### src/rtl/logic_unit_pipe_if.sv
// Operand/result handshake bundle for logic_unit_pipe.
// The unit takes the slave side; the operand source and result consumer take the master side.
interface logic_unit_pipe_if #(
   parameter int WIDTH = 8
);
   logic             in_valid;
   logic             in_ready;
   logic [2:0]       op;
   logic             acc_mode;
   logic [WIDTH-1:0] a;
   logic [WIDTH-1:0] b;
   logic             out_valid;
   logic             out_ready;
   logic [WIDTH-1:0] out_data;
   logic             out_zero;

   modport master (
      output in_valid, op, acc_mode, a, b, out_ready,
      input  in_ready, out_valid, out_data, out_zero
   );

   modport slave (
      input  in_valid, op, acc_mode, a, b, out_ready,
      output in_ready, out_valid, out_data, out_zero
   );
endinterface

### src/rtl/logic_unit_pipe.sv
// Registered bitwise logic unit with a single output stage, an optional accumulator
// feedback path and a saturating count of consumed results.
module logic_unit_pipe #(
   parameter int WIDTH = 8,
   parameter int CNT_W = 16
) (
   input  logic             clk,
   input  logic             rst,
   logic_unit_pipe_if.slave bus,
   input  logic             acc_clr,
   output logic [WIDTH-1:0] acc_q,
   output logic [CNT_W-1:0] op_count
);
   localparam logic [2:0] OP_NOT  = 3'd0;
   localparam logic [2:0] OP_OR   = 3'd1;
   localparam logic [2:0] OP_AND  = 3'd2;
   localparam logic [2:0] OP_XOR  = 3'd3;
   localparam logic [2:0] OP_XNOR = 3'd4;
   localparam logic [2:0] OP_NAND = 3'd5;
   localparam logic [2:0] OP_NOR  = 3'd6;

   logic             out_valid_q;
   logic [WIDTH-1:0] out_data_q;
   logic             out_zero_q;
   logic             in_ready_c;
   logic             acc_fire;
   logic             out_fire;
   logic [WIDTH-1:0] a_eff;
   logic [WIDTH-1:0] result;

   // Pass-through backpressure: a consumed result frees the stage in the same cycle.
   assign in_ready_c    = !out_valid_q || bus.out_ready;
   assign acc_fire      = bus.in_valid && in_ready_c;
   assign out_fire      = out_valid_q && bus.out_ready;

   assign bus.in_ready  = in_ready_c;
   assign bus.out_valid = out_valid_q;
   assign bus.out_data  = out_data_q;
   assign bus.out_zero  = out_zero_q;

   always_comb begin
      a_eff  = bus.acc_mode ? acc_q : bus.a;
      result = a_eff;
      case (bus.op)
         OP_NOT:  result = ~a_eff;
         OP_OR:   result = a_eff | bus.b;
         OP_AND:  result = a_eff & bus.b;
         OP_XOR:  result = a_eff ^ bus.b;
         OP_XNOR: result = ~(a_eff ^ bus.b);
         OP_NAND: result = ~(a_eff & bus.b);
         OP_NOR:  result = ~(a_eff | bus.b);
         default: result = a_eff;
      endcase
   end

   always_ff @(posedge clk) begin
      if (rst) begin
         out_valid_q <= 1'b0;
         out_data_q  <= '0;
         out_zero_q  <= 1'b1;
         acc_q       <= '0;
         op_count    <= '0;
      end else begin
         if (acc_fire) begin
            out_data_q  <= result;
            out_zero_q  <= ~|result;
            out_valid_q <= 1'b1;
         end else if (out_fire) begin
            out_valid_q <= 1'b0;
         end

         // Clear takes priority over write-back; the accepted beat already used the old value.
         if (acc_clr) begin
            acc_q <= '0;
         end else if (acc_fire && bus.acc_mode) begin
            acc_q <= result;
         end

         if (out_fire && (op_count != {CNT_W{1'b1}})) begin
            op_count <= op_count + 1'b1;
         end
      end
   end
endmodule

### src/flat_wrapper.sv
// flat-port wrapper written by rule: the top's interface ports become plain ports
module logic_unit_pipe_flat 
#(
   parameter int WIDTH = 8,
   parameter int CNT_W = 16
)
  (clk, rst, acc_clr, acc_q, op_count, bus_in_valid, bus_op, bus_acc_mode, bus_a, bus_b, bus_out_ready, bus_in_ready, bus_out_valid, bus_out_data, bus_out_zero);
  logic_unit_pipe_if #(.WIDTH(WIDTH)) bus_i ();
  input  logic clk;
  input  logic rst;
  input  logic acc_clr;
  output logic [WIDTH-1:0] acc_q;
  output logic [CNT_W-1:0] op_count;
  input wire logic [$bits(bus_i.in_valid)-1:0] bus_in_valid;
  input wire logic [$bits(bus_i.op)-1:0] bus_op;
  input wire logic [$bits(bus_i.acc_mode)-1:0] bus_acc_mode;
  input wire logic [$bits(bus_i.a)-1:0] bus_a;
  input wire logic [$bits(bus_i.b)-1:0] bus_b;
  input wire logic [$bits(bus_i.out_ready)-1:0] bus_out_ready;
  output wire logic [$bits(bus_i.in_ready)-1:0] bus_in_ready;
  output wire logic [$bits(bus_i.out_valid)-1:0] bus_out_valid;
  output wire logic [$bits(bus_i.out_data)-1:0] bus_out_data;
  output wire logic [$bits(bus_i.out_zero)-1:0] bus_out_zero;
  assign bus_i.in_valid = bus_in_valid;
  assign bus_i.op = bus_op;
  assign bus_i.acc_mode = bus_acc_mode;
  assign bus_i.a = bus_a;
  assign bus_i.b = bus_b;
  assign bus_i.out_ready = bus_out_ready;
  assign bus_in_ready = bus_i.in_ready;
  assign bus_out_valid = bus_i.out_valid;
  assign bus_out_data = bus_i.out_data;
  assign bus_out_zero = bus_i.out_zero;
  logic_unit_pipe #(.WIDTH(WIDTH), .CNT_W(CNT_W)) u_core (.clk(clk), .rst(rst), .bus(bus_i), .acc_clr(acc_clr), .acc_q(acc_q), .op_count(op_count));
endmodule
### config.mk
export PLATFORM = sky130hd
export DESIGN_NAME = logic_unit_pipe_flat
export DESIGN_NICKNAME = d
export VERILOG_FILES = /design/src/rtl/logic_unit_pipe_if.sv /design/src/rtl/logic_unit_pipe.sv /design/src/flat_wrapper.sv
export SDC_FILE = /design/constraint.sdc
export NUM_CORES = 1
export LEC_CHECK = 0
export BUFFER_PORTS_ARGS = -buffer_cell sky130_fd_sc_hd__buf_2
export CAP_MARGIN = 20
export CELL_PAD_IN_SITES_DETAIL_PLACEMENT = 0
export CELL_PAD_IN_SITES_GLOBAL_PLACEMENT = 1
export CORE_MARGIN = 8
export CORE_UTILIZATION = 43
export CTS_BUF_LIST = sky130_fd_sc_hd__clkbuf_8
export CTS_CLUSTER_DIAMETER = 80
export DETAILED_ROUTE_END_ITERATION = 10
export HOLD_SLACK_MARGIN = 0.06
export PLACE_DENSITY = 0.9
export SLEW_MARGIN = 5
export SYNTH_ARGS = -nofsm -noshare
export SYNTH_HDL_FRONTEND = slang
export SYNTH_SLANG_ARGS = --single-unit
### constraint.sdc
create_clock -name clk -period 6.73 [get_ports clk]
set_input_delay 1.346 -clock clk [delete_from_list [all_inputs] [get_ports clk]]
set_output_delay 1.346 -clock clk [all_outputs]
set_load 0.03 [all_outputs]
### Word level (Yosys, flattened, before mapping)

Index checks and enable logic that the tools add are counted.

| word-level totals | value |
|---|---|
| bits in registers | 34 |
| bits of input ports | 25 |
| output and inout port bits | 35 |
| word-level logic and storage cells | 35 |

| cells by class | value |
|---|---|
| $add $sub $neg | 1 |
| eq/ne operators | 7 |
| mux-type cells | 4 |
| bitwise operators | 7 |
| reduce and logical (&&, ||, !) cells | 11 |

Operators by type and width:

| operator | count |
|---|---|
| 8-bit case mux with 7 select lines | 1 |
| 8-bit NOT | 4 |
| 16-bit by 1-bit adder with 16-bit output (second input constant) | 1 |
| 16-bit != test (second input constant) | 1 |
| 3-bit equality test (second input constant) | 3 |
| 8-bit bitwise AND | 1 |
| 8-bit two-way mux | 1 |
| 8-bit OR | 1 |
| 8-bit OR reduction | 1 |
| 8-bit XOR | 1 |
| 3-bit by 2-bit equality test with 1-bit output (second input constant) | 2 |
| 1-bit logical AND | 4 |
| 3-bit by 1-bit equality test with 1-bit output (second input constant) | 1 |
| 3-bit logical NOT | 1 |
| 1-bit logical NOT | 2 |
| 1-bit two-way mux | 2 |
| 2-bit nonzero test | 1 |
| 2-bit OR reduction | 1 |
| 1-bit logical OR | 1 |

### Depth between registers and ports, before layout

| logic depth | value |
|---|---|
| word-level depth | 6 |
| mapped depth | 11 |
| depth with buffers taken out | 9 |

### Least setup slack after synthesis

OpenSTA, ideal clock, no wires.

| path | value |
|---|---|
| path kind | input to register |
| from | input bus_acc_mode |
| to | register u_core.out_zero_q (netlist: u_core.bus.out_zero) |
| data arrival time | 3.163 ns |
| data required time | 6.615 ns |
| slack | 3.451 ns |
| stages | 9 |
| buffers on the path | 1 |
| cell sequence | buf_6 -> mux2i_1 -> ha_1 -> or4b_1 -> nand3_1 -> a2111oi_2 -> a21oi_2 -> nor3_1 -> a31o_1 |

| between the ends | value |
|---|---|
| longest elaborated chain between the ends | 6 |

Ends and longest elaborated chain:

| what | RTL line | RTL |
|---|---|---|
| start: declaration | flat_wrapper.sv:16 | `input wire logic [$bits(bus_i.acc_mode)-1:0] bus_acc_mode;` |
| 8-bit two-way mux (*) | logic_unit_pipe.sv:42 | `a_eff = bus.acc_mode ? acc_q : bus.a;` |
| 8-bit OR (tied with other cells) | logic_unit_pipe.sv:46, logic_unit_pipe.sv:51 |  |
| 8-bit NOT, on equally long branches | logic_unit_pipe.sv:51, logic_unit_pipe.sv:49, logic_unit_pipe.sv:50 |  |
| 8-bit case mux with 7 select lines (*) | logic_unit_pipe.sv:44 | `case (bus.op)` |
| 8-bit OR reduction (*) | logic_unit_pipe.sv:66 | `out_zero_q <= ~\|result;` |
| 1-bit logical NOT (*) | logic_unit_pipe.sv:66 |  |
| end signal: assignment | logic_unit_pipe.sv:66 |  |
| end: declaration | logic_unit_pipe.sv:24 | `logic out_zero_q;` |

Mark *: on every way between the ends. The rest lies on a longest branch, timed or not.
A chain may end at the register's enable or synchronous reset.

### Worst setup path after layout

Ends and elaborated chain as after synthesis.

==> flow_metrics.env <==
export IMPL_status="completed"
export IMPL_final_area_sq_um=2749
export IMPL_powerDensity_nw_per_um2=174.2
export IMPL_ys_ff_latch=34
export IMPL_synth_top_cell_by_area="dfxtp_1"
export IMPL_tightest_slew_ps=577.9
export IMPL_fin_nets=387
export IMPL_insertion_delay_ps=290
export IMPL_cts_tree="yes"
export IMPL_power_leakage_nw=1.266
export IMPL_syn_num_nets=336
export IMPL_wl_per_cell_microns=14.39
export IMPL_slew_headroom=0.6148
export IMPL_via_per_inst=5.397
export IMPL_grt_usage=0.1409
export IMPL_rows=27
export IMPL_yosysSeqAreaShare=0.2854
export IMPL_rsz0062_at_grt="false"
export IMPL_seqPwrFrac=0.443
export IMPL_power_uw=478.8
export IMPL_skew_ps=12.27
export IMPL_antenna_left=0
export IMPL_grt_ovfl_total=0
export IMPL_end_kind="flop"
export IMPL_die_x_microns=90.47
export IMPL_postRouteWirelength_microns=6013
export IMPL_coreArea_sq_um=5439
export IMPL_combPwrFrac=0.237
export IMPL_path_clk_slew_ps=70
export IMPL_synthArstFlopShare=0
export IMPL_post_dp_hpwl_microns=4541
export IMPL_grt_max_degree=32
export IMPL_die_h_microns=90.47
export IMPL_grt_first_pass_wirelength_microns=9846
export IMPL_synth_common_cells="36 x nand2_1, 34 x dfxtp_1, 29 x nor2_1"
export IMPL_drive_above_1_share=0.2341
export IMPL_crit_slowest_cell="or4b_1"
export IMPL_io_pins=60
export IMPL_clock_fmax_ghz=0.2916
export IMPL_gp_congestion=0.8287
export IMPL_drtIter0Drc=115
export IMPL_area_growth_pct=15.27
export IMPL_antenna_cells=0
export IMPL_grt_antenna_before_repair=0
export IMPL_netlist_cell_type_count=52
export IMPL_finalHoldViolations=0
export IMPL_swShare=0.3094
export IMPL_setup_tns_final_ps=0
export IMPL_synth_most_common_cell="nand2_1"
export IMPL_crit_chain="buf_2 > mux2i_1 > ha_1 > or4b_1 > nand3_1 > a2111oi_2 > a21oi_2 > nor3_1 > a31o_1"
export IMPL_clock_path_buffers=2
export IMPL_initial_utilization=0.4385
export IMPL_ir_drop_v=0.0001084
export IMPL_p_int_uw=330.7
export IMPL_cap_violations=0
export IMPL_synth_ff_type="dfxtp_1"
export IMPL_p_clk_frac=0.320
export IMPL_clock_sinks=34
export IMPL_fin_crit_ps=3430
export IMPL_drt_pass1_iterations=4
export IMPL_synth_area_leaders="dfxtp_1 29%, ha_1 8.9%, nand2_1 5.7%"
export IMPL_r2r_slack_ps=4470
export IMPL_netlist_instances=294
export IMPL_cp_top_family="simple AND/OR/NAND/NOR gates"
export IMPL_hold_buffers=0
export IMPL_synth_top_area_frac=0.2854
export IMPL_setup_viol=0
export IMPL_netlist_area_sq_um=2385
export IMPL_cp_arrival_ps=3610
export IMPL_placed_area_sq_um=2658
export IMPL_criticalPathCategory="in2reg"
export IMPL_holdCritPathClass="reg2reg"
export IMPL_syn_area_per_cell_sq_um=8.112
export IMPL_cts_root_buf="clkbuf_8"
export IMPL_cts_resized=0
export IMPL_worst_path_max_fanout=17
export IMPL_drc=0
export IMPL_required_ps=6910
export IMPL_cts_buffers=5
export IMPL_die_area_sq_um=8185
export IMPL_p_sw_uw=148.1
export IMPL_yosys_warnings=0
export IMPL_period_share=0.5096
export IMPL_critPathBufInv=1
export IMPL_start_kind="primary input"
export IMPL_io_buffers=59
export IMPL_synth_edf_count=0
export IMPL_cpPeakStageDelay_ps=470
export IMPL_cts_max_level=2
export IMPL_vias=2256
export IMPL_slew_viol_final=0
export IMPL_cts_setup_buffers=0
export IMPL_grt_pass1_vias=2152
[metal layers]
layer  global-route usage  share of wire  routed length, microns
met2               0.2223           0.46                    2744
met3              0.05071          0.070                     418
met5                    0              0                       0
met4              0.02635         0.0052                      31
met1               0.1796           0.47                    2819
[sequential cells by signal, summed over array words and instances, names as in the netlist]
signal                cells
u_core.acc_q              8
u_core.bus.out_data       8
u_core.bus.out_valid      1
u_core.bus.out_zero       1
u_core.op_count          16
[worst register-to-register path: stages, from the launching register on]
cell       delay (ps)
dfxtp_1           330
mux2i_1           340
ha_1              320
or4b_1            470
nand3_1           120
a2111oi_2          70
a21oi_2           210
nor3_1             70
a31o_1            230
[cells by family after synthesis]
| group | count (synthesis) | share of synthesized area |
|---|---|---|
| AO/OA/AOI/OAI | 63 | 0.1936 |
| XOR/XNOR | 13 | 0.04774 |
| adder cells (fa/ha/maj) | 17 | 0.08919 |
| buffers and inverters | 35 | 0.07869 |
| flip-flops | 34 | 0.2854 |
| multiplexers | 16 | 0.07136 |
| AND/OR/NAND/NOR | 116 | 0.2340 |
[per-stage QoR]
step	hold WS (ps)	worst slack [ps]	cells	util
2_1_floorplan	584.6	3451	294	-
3_3_place_gp	443.4	3125	410	0.4886
3_5_place_dp	447.1	3011	410	0.4886
4_1_cts	456.7	3302	418	0.5054
5_1_grt	483.6	3165	418	0.5054
6_report	453.0	3300	418	0.5054
[final cells by class]
class,count,area [sq um]
multi-input combinational,225,1516
fill,567,2690
inverter,20,75.07
clock buffer,6,82.58
timing repair buffer,59,295.3
clock inverter,2,8.758
tap,72,90.09
sequential,34,680.7
[placed cells by master (no fill, tap or decap), types with 5 or more instances in the layout]
master / instances
a22oi_1: 5
dfxtp_1: 34
nand2b_1: 7
clkbuf_8: 6
inv_1: 21
nand4_1: 7
nor2_1: 29
nand3_1: 15
ha_1: 17
xor2_1: 7
nand2_1: 36
buf_2: 59
xnor2_1: 6
a21oi_1: 24
mux2i_1: 12
[worst paths after layout]
path / startpoint / endpoint / cells after the start
hold / removal: u_core.bus.out_data[5]$_SDFFE_PP0P_ / u_core.bus.out_data[5]$_SDFFE_PP0P_ / 2
setup reg to reg: u_core.acc_q[2]$_SDFFE_PP0P_ / u_core.bus.out_zero$_SDFFE_PP1P_ / 8
setup / recovery: bus_acc_mode / u_core.bus.out_zero$_SDFFE_PP1P_ / 9
hold reg to reg: u_core.bus.out_data[5]$_SDFFE_PP0P_ / u_core.bus.out_data[5]$_SDFFE_PP0P_ / 2
[power groups by stage]
stage	Clock [mW]	Sequential (mW)	Combinational, mW
2_1_floorplan	0	0.229	0.0743
3_5_place_dp	0	0.217	0.113
6_report	0.153	0.212	0.113
5_1_grt	0.165	0.213	0.126
3_3_place_gp	0	0.217	0.111
4_1_cts	0.157	0.212	0.114
Note: power is estimated with default switching activity, not from simulation.
